===== src/rtl/pattern_hit_logger.sv =====
// Timestamps '3393' hits with the digit index that completed the pattern, queues the stamps
// in a show-ahead FIFO, and keeps a saturating BCD hit total plus overflow/drop bookkeeping.
module pattern_hit_logger #(
  parameter int POS_W = 16,
  parameter int DEPTH = 4,
  parameter int CNT_W = 8
) (
  input  logic                     clk,
  input  logic                     rst,
  input  logic                     clear,
  input  logic                     sample_en,
  input  logic                     hit,
  input  logic                     rd_en,
  output logic [POS_W-1:0]         rd_data,
  output logic                     empty,
  output logic                     full,
  output logic [$clog2(DEPTH):0]   level,
  output logic                     overflow,
  output logic [CNT_W-1:0]         drop_cnt,
  output logic [15:0]              hit_bcd
);

  localparam int AW = $clog2(DEPTH);
  localparam int PW = AW + 1;

  logic [POS_W-1:0] pos;
  logic [POS_W-1:0] mem [DEPTH];
  logic [PW-1:0]    wr_ptr, rd_ptr;
  logic [PW-1:0]    wr_ptr_nxt, rd_ptr_nxt, level_nxt;
  logic [POS_W-1:0] head_nxt;
  logic             qhit, push, pop, drop, full_nxt;

  function automatic logic [CNT_W-1:0] sat_inc(input logic [CNT_W-1:0] v);
    return (v == '1) ? v : v + CNT_W'(1);
  endfunction

  // Four-digit BCD increment that sticks at 9999 instead of wrapping.
  function automatic logic [15:0] bcd_inc(input logic [15:0] v);
    logic [15:0] r;
    logic        carry;
    r     = v;
    carry = 1'b1;
    if (v != 16'h9999) begin
      for (int i = 0; i < 4; i++) begin
        if (carry) begin
          if (r[4*i +: 4] == 4'd9) begin
            r[4*i +: 4] = 4'd0;
          end else begin
            r[4*i +: 4] = r[4*i +: 4] + 4'd1;
            carry       = 1'b0;
          end
        end
      end
    end
    return r;
  endfunction

  always_comb begin
    qhit       = hit & sample_en;
    pop        = rd_en & ~empty;
    push       = qhit & (~full | pop);
    drop       = qhit & full & ~pop;
    wr_ptr_nxt = wr_ptr + PW'(push);
    rd_ptr_nxt = rd_ptr + PW'(pop);
    level_nxt  = wr_ptr_nxt - rd_ptr_nxt;
    full_nxt   = (wr_ptr_nxt[AW] != rd_ptr_nxt[AW]) &&
                 (wr_ptr_nxt[AW-1:0] == rd_ptr_nxt[AW-1:0]);
    // A push landing on the next head slot is not in mem yet, so forward it.
    if (push && (wr_ptr[AW-1:0] == rd_ptr_nxt[AW-1:0]))
      head_nxt = pos;
    else
      head_nxt = mem[rd_ptr_nxt[AW-1:0]];
  end

  always_ff @(posedge clk) begin
    if (!rst && !clear && push)
      mem[wr_ptr[AW-1:0]] <= pos;
  end

  always_ff @(posedge clk or posedge rst) begin
    if (rst) begin
      pos      <= '0;
      wr_ptr   <= '0;
      rd_ptr   <= '0;
      level    <= '0;
      empty    <= 1'b1;
      full     <= 1'b0;
      overflow <= 1'b0;
      drop_cnt <= '0;
      hit_bcd  <= 16'h0000;
      rd_data  <= '0;
    end else if (clear) begin
      pos      <= '0;
      wr_ptr   <= '0;
      rd_ptr   <= '0;
      level    <= '0;
      empty    <= 1'b1;
      full     <= 1'b0;
      overflow <= 1'b0;
      drop_cnt <= '0;
      hit_bcd  <= 16'h0000;
      rd_data  <= '0;
    end else begin
      pos    <= pos + POS_W'(sample_en);
      wr_ptr <= wr_ptr_nxt;
      rd_ptr <= rd_ptr_nxt;
      level  <= level_nxt;
      empty  <= (level_nxt == '0);
      full   <= full_nxt;
      if (drop) begin
        overflow <= 1'b1;
        drop_cnt <= sat_inc(drop_cnt);
      end
      if (qhit)
        hit_bcd <= bcd_inc(hit_bcd);
      // rd_data keeps its last value once the FIFO runs empty.
      if (level_nxt != '0)
        rd_data <= head_nxt;
    end
  end

endmodule


===== config.mk =====
export PLATFORM = sky130hd
export DESIGN_NAME = pattern_hit_logger
export DESIGN_NICKNAME = d
export VERILOG_FILES = /design/src/rtl/pattern_hit_logger.sv
export SDC_FILE = /design/constraint.sdc
export NUM_CORES = 1
export LEC_CHECK = 0
export ABC_AREA = 1
export BUFFER_PORTS_ARGS = -buffer_cell sky130_fd_sc_hd__buf_2
export CAP_MARGIN = 20
export CORE_ASPECT_RATIO = 0.7
export CORE_MARGIN = 3
export CORE_UTILIZATION = 65
export DETAILED_ROUTE_END_ITERATION = 12
export PLACE_DENSITY = 0.88
export SYNTH_ARGS = -nofsm -noshare
export SYNTH_HDL_FRONTEND = slang
export SYNTH_SLANG_ARGS = --single-unit

===== constraint.sdc =====
create_clock -name clk -period 4.68 [get_ports clk]
set_clock_uncertainty 0.1 [all_clocks]
set_input_delay 0.234 -clock clk [delete_from_list [all_inputs] [get_ports clk]]
set_output_delay 0.234 -clock clk [all_outputs]
set_load 0.005 [all_outputs]

==> results of run 1 <==
stage by stage:
stage / setup slack, ps / instance area, um^2 / utilization (%)
2_1_floorplan: 1070 / 6470 / -
3_3_place_gp: 1310 / 6810 / 72.7
3_5_place_dp: 1130 / 6810 / 72.7
4_1_cts: 1120 / 7410 / 79.1
5_1_grt: 825 / 7410 / 79.1
6_report: 1030 / 7410 / 79.1
layer usage:
layer	share of wire, %	vias up
met2	48	328
met3	10	34
li1	-	2442
met5	0	-
met1	40	2540
met4	1.7	0
worst min-delay path by stage:
stage / start / end / slack, ps / cells after the start
floorplan: sample_en / pos[0]$_DFF_PP0_ / 370 / 3
global placement: rd_data[8]$_DFFE_PP0P_ / rd_data[8]$_DFFE_PP0P_ / 400 / 2
detailed placement: rd_data[15]$_DFFE_PP0P_ / rd_data[15]$_DFFE_PP0P_ / 410 / 2
CTS: rst / hit_bcd[4]$_DFFE_PP0P_ / 30 / 3
global route: rst / rd_data[5]$_DFFE_PP0P_ / 90 / 3
finish: rst / hit_bcd[6]$_DFFE_PP0P_ / 20 / 3
cell type report:
class	count	area, um^2	share of cell area (%)
clock buffers	21	440	5.95
well taps	124	155	2.09
clock inverters	11	159	2.15
multi-input cells	506	2550	34.4
repair buffers	58	308	4.16
inverters	45	171	2.31
flip-flops and latches	132	3620	48.9
flip-flops by register name, summed over array words and instances, names as in the netlist:
register / cells
full: 1
wr_ptr: 3
mem: 64
rd_data: 16
pos: 16
hit_bcd: 16
drop_cnt: 8
level: 3
empty: 1
overflow: 1
rd_ptr: 3
placed cells by master, fill, tap and decap left out, types with 2 or more instances in the layout:
cell type,count
nand2_4,2
xnor2_1,2
xor2_1,7
inv_2,7
buf_2,51
or2_1,13
inv_1,36
clkbuf_16,17
o21ai_1,20
nand3_2,3
clkinvlp_4,2
or2_2,10
nor3_1,8
or2_0,16
nand3_1,59
nand2_2,4
bufinv_16,4
nor2_2,5
a21oi_1,8
nand4_1,25
buf_4,7
nand2_1,187
dfrtp_1,67
nand3b_1,4
clkinv_2,4
nor3_2,4
edfxtp_1,64
clkinv_1,2
clkbuf_1,4
o21ai_0,7
ha_1,17
nor2_1,99
worst min-delay path, delay by kind of cell:
| kind | cells | cell delay, ps |
|---|---|---|
| buffers and inverters | 3 | 830 |
Yosys cell counts:
cell type and instances:
or2_0 16, ha_1 17, inv_4 1, nand3_2 3, or2_1 13, buf_1 3, buf_6 3, buf_4 3
inv_2 5, fa_1 1, nand3b_4 1, o21bai_1 1, dfrtp_1 67, xor2_1 7, nor3_1 12, nand3b_1 4
nand2_1 187, o21ai_1 20, inv_1 38, clkbuf_1 6, o21ai_2 1, nor2_1 99, edfxtp_1 64, nand2_2 4
a21oi_4 1, nor2_8 1, nor2_2 5, nand2_4 2, a21oi_1 8, clkinv_1 1, dfstp_2 1, xnor2_1 2
o21ai_0 7, nand4_1 25, or2_2 10, buf_2 12, nand3_1 59
cells by family (layout without fill, tap and decap cells):
logic type	count (synthesis)	after routing	synth area share, %
DFF	132	132	56.0
xor gates and xnor gates	9	9	1.22
and+or+nand+nor	441	441	31.0
adders and majority gates	18	18	3.59
AOI/OAI and AO/OA	38	38	3.21
buffers and inverters	72	135	4.97
power by group:
group	switching [uW]	leakage, uW	internal, uW
Clock	479	0.000288	884
Combinational	655	0.00163	321
Sequential	75.3	0.00153	1320
Total	1210	0.00344	2520
==> summary.txt, run 1 <==
Logic synthesis
  – Synth top area share: 29.7%
  – Ys Warns: 0
  – Synth Register Bits: 132
  – Synth cell types: 37
  – Netlist Area Pre-Place: 6470 um^2
  – Synth top area cells: edfxtp_1, dfrtp_1, nand2_1, nor2_1, nand3_1
  – Synth Instances: 710
  – Avg Synthesized Cell Area: 9.12 um^2
  – Post-synth top area cell: edfxtp_1
  – Syn nets: 734
  – Register area share after synthesis: 56.0%

GRT
  – GR Util met1: 38.4%
  – Grt met2 use: 49.1%
  – Gr ovfl total: 0
  – Initial antenna violation count: 0
  – First-pass GRT wire length: 25.7 mm
  – Met3 usage: 6.99%
  – Vias in the first global route: 5127
  – Overall Global Routing Usage: 29.7%
  – GRT Max-Usage Layer: met2
  – Pin count of the biggest net entering global routing: 69

Detailed routing
  – Final WL: 15.9 mm
  – Drt drc: 0
  – Via-to-Cell Ratio: 5.96
  – Antenna-violating nets left: 0
  – Via count: 5344
  – Drt first pass iters: 7
  – DR WL/cell: 17.7 um
  – DRT iter0 DRCs: 593

Die
  – FP Rows: 29
  – Initial Util: 69.2%
  – Core ar.: 9360 um^2
  – Io pins: 52
  – Die area: 11200 um^2
  – Chip height: 89.5 um
  – Die width: 125 um

STA
  – # setup viols final: 0
  – RSZ-0062 raised after global routing: false
  – Fmax: 274 MHz
  – Rel. slew slack: 42.6%
  – Fin crit period: 3650 ps
  – Worst-margin pin slew: 860 ps
  – Final Max Tran Viols: 0
  – Fin crit share: 77.9%
  – Setup_tns: 0 ps
  – Hold slack: 19.2 ps
  – Endpoints failing hold: 0

Worst setup path
  – R2R setup slack: 1030 ps
  – CP arrival: 3900 ps
  – CP peak stage delay: 780 ps
  – R2R depth: 11
  – Crit Path Class: flip-flop to flip-flop
  – Worst-path cell chain: inv_1 > nand2_1 > inv_1 > ha_1 > ha_1 > fa_1 > nand2_1 > clkinv_1 > nand3_2 > nand3_1 > nand2_1
  – Most common cell on crit path: nand2_1
  – Worst setup path endpoint: rd_data[0]$_DFFE_PP0P_
  – Crit Path Max Fanout: 19
  – Worst path slowest cell: ha_1
  – CP Launch Type: flip-flop
  – R2R Path Start: empty$_DFF_PP1_
  – Crit path depth: 11
  – Terminus of the critical flop-to-flop path: rd_data[0]$_DFFE_PP0P_
  – Critical Path Sink Type: flip-flop
  – Worst endpoint required time: 4930 ps
  – Crit. Startpoint: empty$_DFF_PP1_
  – Delay-heaviest family, CP: adder cells
  – Crit path buf inv count: 3

Power
  – Worst vdd ir: 0.000330 V
  – Leakage power figure: 0.00344 uW
  – PD cells: 504 nW/um^2
  – Total chip power: 3730 uW

Layout
  – Final net count: 784
  – Antenna fix cells: 0
  – Area Growth Syn to Fin: 14.4%
  – Layout cell share with drive strength beyond 1: 16.3%
  – Final std cells w/o fill: 897
  – Fillers: 568

Clock tree
  – Clk root buf: clkbuf_16
  – Clock tree sinks: 132
  – H-tree levels: 4
  – Clock latency on the worst-skew pair: 420 ps
  – Clock tree buffer depth: 2
  – CTS buffer count: 17
  – Hold-fix buffers, CTS: 0
  – Post-CTS Setup Repair Bufs: 0
  – Clock transition at path regs: 60 ps
  – Cts repair resizes: 0
  – CTS tree: done

Hold path
  – Hold crit path type: input port to async pin

Job
  – Max Cap Viol: 0

Placed design
  – Placed cells: 865
  – DPL Wire Length: 9.72 mm
  – GPL Wtd Cong: 0.838
  – PortBufs: 51

Outcome
  – Outcome: finished, final reports clean
Power figures use the tool's default switching activity.
==> run 2: changes to the inputs <==
CORE_UTILIZATION = 60   (was 65)
PLACE_DENSITY = 0.82   (was 0.88)
clock period = 3.5 ns   (was 4.68 ns; I/O delays follow)
==> run 2 against run 1 <==
First-iteration DRC count grew 3.0%. Final cell count up 1.2%. Non-clock buffer count rose by 3. Cell area increased by 0.52%. Combinational power rose by 32%. Die area up 7.8%. Clock-buffer cell count is 1 higher. Wire length shrank 2.3%. Hold slack got worse by 18 ps. Core utilization fell by 7.8 points. Sequential share of layout area is 0.26 points lower. Critical path type unchanged. Largest cell class unchanged.
==> summary.txt, run 2 (synthesis gave the netlist of run 1 again) <==
Detailed routing
  – DRT iter0 DRCs: 611
  – Via-to-Cell Ratio: 5.74
  – Antenna-violating nets left: 0
  – Drt first pass iters: 6
  – DR WL/cell: 17.1 um
  – Drt drc: 0
  – Via count: 5215
  – Final WL: 15.5 mm

Placed design
  – DPL Wire Length: 10.0 mm
  – Post-place setup slack: 622 ps
  – PortBufs: 51
  – GPL Wtd Cong: 0.923

Worst setup path
  – CP peak stage delay: 520 ps
  – Crit path buf inv count: 4
  – Worst endpoint required time: 3700 ps
  – R2R Path Start: empty$_DFF_PP1_
  – Worst path slowest cell: dfstp_2
  – CP arrival: 3150 ps
  – R2R depth: 14
  – CP Launch Type: flip-flop
  – Critical Path Sink Type: flip-flop
  – Delay-heaviest family, CP: simple AND/OR/NAND/NOR gates
  – Crit Path Max Fanout: 34
  – Crit Path Class: flip-flop to flip-flop
  – Worst-path cell chain: inv_1 > nand2_1 > inv_1 > ha_1 > buf_4 > inv_2 > nand2_1 > nand2_2 > nor2_8 > nand2_4 > nand2_1 > nand2_1 > nand3_1 > nand2_1
  – Crit path depth: 14
  – Most common cell on crit path: nand2_1
  – Crit. Startpoint: empty$_DFF_PP1_

GRT
  – Pin count of the biggest net entering global routing: 69
  – Initial antenna violation count: 0
  – Vias in the first global route: 4899
  – Overall Global Routing Usage: 27.2%
  – Gr ovfl total: 0
  – First-pass GRT wire length: 24.9 mm

Power
  – Worst vdd ir: 0.000427 V
  – Switch share: 31.9%
  – Clk pwr share: 36.6%
  – Total chip power: 4980 uW
  – Internal: 3390 uW
  – Leakage power figure: 0.00345 uW
  – PD cells: 669 nW/um^2
  – Sequential fraction of design power: 37.5%
  – P_sw: 1590 uW
  – Comb pwr share: 26.0%

Clock tree
  – H-tree levels: 4
  – Hold-fix buffers, CTS: 0
  – Cts repair resizes: 0
  – Clock tree sinks: 132
  – Clock latency on the worst-skew pair: 410 ps
  – Post-CTS Setup Repair Bufs: 0
  – Clock transition at path regs: 60 ps
  – CTS tree: done
  – Clock tree buffer depth: 2
  – Clk root buf: clkbuf_16
  – CTS buffer count: 17

Outcome
  – Outcome: finished, final reports clean

STA
  – Fmax: 338 MHz
  – Setup_tns: 0 ps
  – Rel. slew slack: 41.6%
  – Worst-margin pin slew: 876 ps
  – # setup viols final: 0
  – Fin crit period: 2950 ps
  – Fin crit share: 84.4%
  – Post-route setup slack: 545 ps
  – Hold slack: 0.821 ps
  – Endpoints failing hold: 0
  – RSZ-0062 raised after global routing: false
  – Final Max Tran Viols: 0

Layout
  – Area Growth Syn to Fin: 15.0%
  – Final net count: 787
  – Fillers: 728
  – Leading cell types in the layout, fill and taps excluded: nand2_1, nor2_1, dfrtp_1
  – Layout cell share with drive strength beyond 1: 16.5%
  – Max FFs per register: 64
  – Antenna fix cells: 0
  – Commonest non-fill, non-tap cell in the layout: nand2_1

Die
  – Die area: 12100 um^2
  – Die width: 130 um
  – Core ar.: 10400 um^2
  – FP Rows: 31
  – Io pins: 52
  – Chip height: 92.9 um
  – Initial Util: 62.0%

Hold path
  – Hold crit path type: input port to async pin

Job
  – Max Cap Viol: 0
[run 2: cell types whose count changed in the layout (fill, tap and decap cells not counted)]
cell        before  now
buf_4            7   10
clkinv_2         4    2
clkbuf_1         4    5
clkinv_4         0    1
clkinvlp_4       2    3
inv_2            7    6
[run 2: worst min-delay path, cell delays in order]
cell and delay [ps]:
buf_2 120, clkinvlp_4 80, buf_4 680
[run 2: layout make-up]
class,instances,area [um^2],share of cell area [%]
Clock buffer,22,444,5.97
Clock inverter,10,158,2.12
Inverter,45,175,2.35
Multi-Input combinational cell,506,2550,34.2
Sequential cell,132,3620,48.7
Tap cell,132,165,2.22
Timing Repair Buffer,61,330,4.44
[run 2: power groups by stage]
| stage | registers (uW) | clock network [uW] | logic (uW) |
|---|---|---|---|
| final | 1870 | 1820 | 1290 |
| after global routing | 1880 | 1920 | 1450 |
| after CTS | 1860 | 1830 | 1280 |
| after detailed placement | 1890 | 0 | 1260 |
| after global placement | 1880 | 0 | 1220 |
| after floorplan | 1880 | 0 | 921 |
[run 2: final timing paths]
check / endpoint / slack [ps]
min in group clk: pos[0]$_DFF_PP0_ / 50
max: rd_data[1]$_DFFE_PP0P_ / 550
max reg2reg: rd_data[1]$_DFFE_PP0P_ / 550
min: level[1]$_DFF_PP0_ / 0.8
min reg2reg: rd_data[14]$_DFFE_PP0P_ / 410
max in group asynchronous: rd_data[12]$_DFFE_PP0P_ / 2730
[run 2: per-stage QoR]
step / cells / util (%) / area, um^2
floorplan: 710 / - / 6480
global placement: 876 / 65.6 / 6840
detailed placement: 876 / 65.6 / 6840
CTS: 908 / 71.4 / 7440
global route: 908 / 71.4 / 7440
finish: 908 / 71.4 / 7440
[run 2: metal layers]
layer  part of all wire [%]  global-route usage (%)  vias to the layer above
met5                      0                       0                        -
met4                    2.5                    10.7                        0
met2                     45                    39.4                      277
met1                     44                    39.2                     2444
li1                       -                       -                     2455
met3                    8.1                    7.38                       39
==> run 3: changes to the inputs <==
clock period = 2.85 ns   (was 3.5 ns; I/O delays follow)
==> run 3 against run 2 <==
Non-clock buffer count increased by 5. Clock-buffer cell count grew 5. Cell area up 2.1%. Sequential share of layout area down 0.99 points. Final cell count increased by 0.77%. Combinational power increased by 40%.
==> summary.txt, run 3 (synthesis gave the netlist of run 1 again) <==
GRT
  – Pin count of the biggest net entering global routing: 69
  – Initial antenna violation count: 0
  – First-pass GRT wire length: 25.2 mm
  – Overall Global Routing Usage: 27.3%
  – Gr ovfl total: 0
  – Vias in the first global route: 5079

Worst setup path
  – CP Launch Type: flip-flop
  – Critical Path Sink Type: flip-flop
  – CP arrival: 2990 ps
  – R2R depth: 11
  – Crit Path Class: flip-flop to flip-flop
  – Crit. Startpoint: empty$_DFF_PP1_
  – Terminus of the critical flop-to-flop path: rd_data[5]$_DFFE_PP0P_
  – Worst setup path endpoint: rd_data[5]$_DFFE_PP0P_
  – Crit Path Max Fanout: 5
  – Worst endpoint required time: 3030 ps
  – R2R setup slack: 40 ps
  – R2R Path Start: empty$_DFF_PP1_

Clock tree
  – CTS tree: done
  – Clock tree buffer depth: 2
  – H-tree levels: 4
  – Clock latency on the worst-skew pair: 410 ps
  – Clk root buf: clkbuf_16
  – Clock tree sinks: 132
  – Clock transition at path regs: 60 ps
  – CTS buffer count: 17

STA
  – Rel. slew slack: 41.7%
  – Post-route setup slack: 38.5 ps
  – Fmax: 356 MHz
  – # setup viols final: 0
  – Setup_tns: 0 ps
  – Worst-margin pin slew: 874 ps
  – Fin crit period: 2810 ps
  – Fin crit share: 98.6%
  – Endpoints failing hold: 0
  – Final Max Tran Viols: 0

Layout
  – Layout cell share with drive strength beyond 1: 18.0%
  – Commonest non-fill, non-tap cell in the layout: nand2_1
  – Max FFs per register: 64
  – Leading cell types in the layout, fill and taps excluded: nand2_1, nor2_1, dfrtp_1
  – Area Growth Syn to Fin: 17.4%
  – Antenna fix cells: 0
  – Final net count: 794
  – Core Util, Final: 72.8%

Detailed routing
  – DR WL/cell: 17.4 um
  – Antenna-violating nets left: 0
  – Drt first pass iters: 5
  – DRT iter0 DRCs: 606
  – Final WL: 15.9 mm
  – Drt drc: 0
  – Via count: 5226
  – Via-to-Cell Ratio: 5.71

Die
  – Chip height: 92.9 um
  – Io pins: 52
  – Initial Util: 62.0%
  – Core ar.: 10400 um^2
  – FP Rows: 31
  – Die area: 12100 um^2
  – Die width: 130 um

Power
  – Total chip power: 6480 uW
  – Worst vdd ir: 0.000638 V
  – Leakage power figure: 0.00354 uW
  – PD cells: 853 nW/um^2

Hold path
  – Hold Path Cell Cnt: 4
  – Hold crit path type: input port to flip-flop

Placed design
  – DPL Wire Length: 9.93 mm
  – GPL Wtd Cong: 0.833
  – Post-place setup slack: 4.30 ps
  – PortBufs: 51

Outcome
  – Outcome: finished, final reports clean

Job
  – Max Cap Viol: 0
run 3: cell count changes in the layout (fill, tap and decap cells not counted), moves of 2 or more:
| cell | previous run | this run |
|---|---|---|
| nand3_4 | 0 | 2 |
| clkbuf_16 | 17 | 20 |
| clkbuf_1 | 5 | 1 |
| buf_6 | 0 | 2 |
| clkinv_1 | 2 | 0 |
| bufinv_16 | 4 | 2 |
| clkbuf_8 | 0 | 6 |
| buf_4 | 10 | 12 |
| clkinvlp_4 | 3 | 1 |
run 3: routing by layer:
metal  track usage [%]  up-vias  wire, um  part of all wire [%]
met5                 0        -         0                     0
met4              8.74        0       265                   1.7
met3              8.65       29      1530                   9.6
met2              42.0      260      7450                    47
met1              36.9     2477      6670                    42
li1                  -     2460         -                     -
run 3: power by group:
part           internal, uW  total [uW]  leakage, uW  switching [uW]
clock network          1590        2370     0.000331             790
registers              2160        2300      0.00153             138
logic                   623        1810      0.00168            1190
run 3: metrics by stage:
step                area [um^2]  hold WS [ps]  cells
detailed placement         6870           415    880
global placement           6870           398    880
global route               7600          36.3    915
CTS                        7550          25.2    913
finish                     7600          46.9    915
floorplan                  6480           207    710
run 3: timing repair:
action / in CTS / in global routing
hold endpoints to repair: 67 / 0
pin swaps: 0 / 1
gates cloned: 0 / 2
resized for setup: 1 / 6
setup buffers: 0 / 0
hold buffers: 1 / 0
setup endpoints to repair: 3 / 1
run 3: worst max-delay path: stages (launching register included):
cell	delay [ps]
dfstp_2	520
inv_1	40
nand2_1	140
inv_1	70
ha_1	180
ha_1	380
fa_1	600
nand2_1	80
inv_2	150
nand3_4	150
nand3_1	150
nand2_1	110
run 3: area by class of cell:
type	instances	area (um^2)
clock buffer	27	587
clock inverter	5	76.3
fill	732	2840
inverter	45	175
multi-input combinational	508	2590
sequential	132	3620
tap	132	165
timing repair buffer	66	378
run 3: worst min path at each step:
stage                              endpoint               startpoint
floorplan           drop_cnt[0]$_DFFE_PP0P_                      rst
global route               pos[0]$_DFF_PP0_                sample_en
finish                     pos[0]$_DFF_PP0_                sample_en
detailed placement   hit_bcd[4]$_DFFE_PP0P_                      rst
CTS                        pos[0]$_DFF_PP0_                sample_en
global placement    rd_data[15]$_DFFE_PP0P_  rd_data[15]$_DFFE_PP0P_
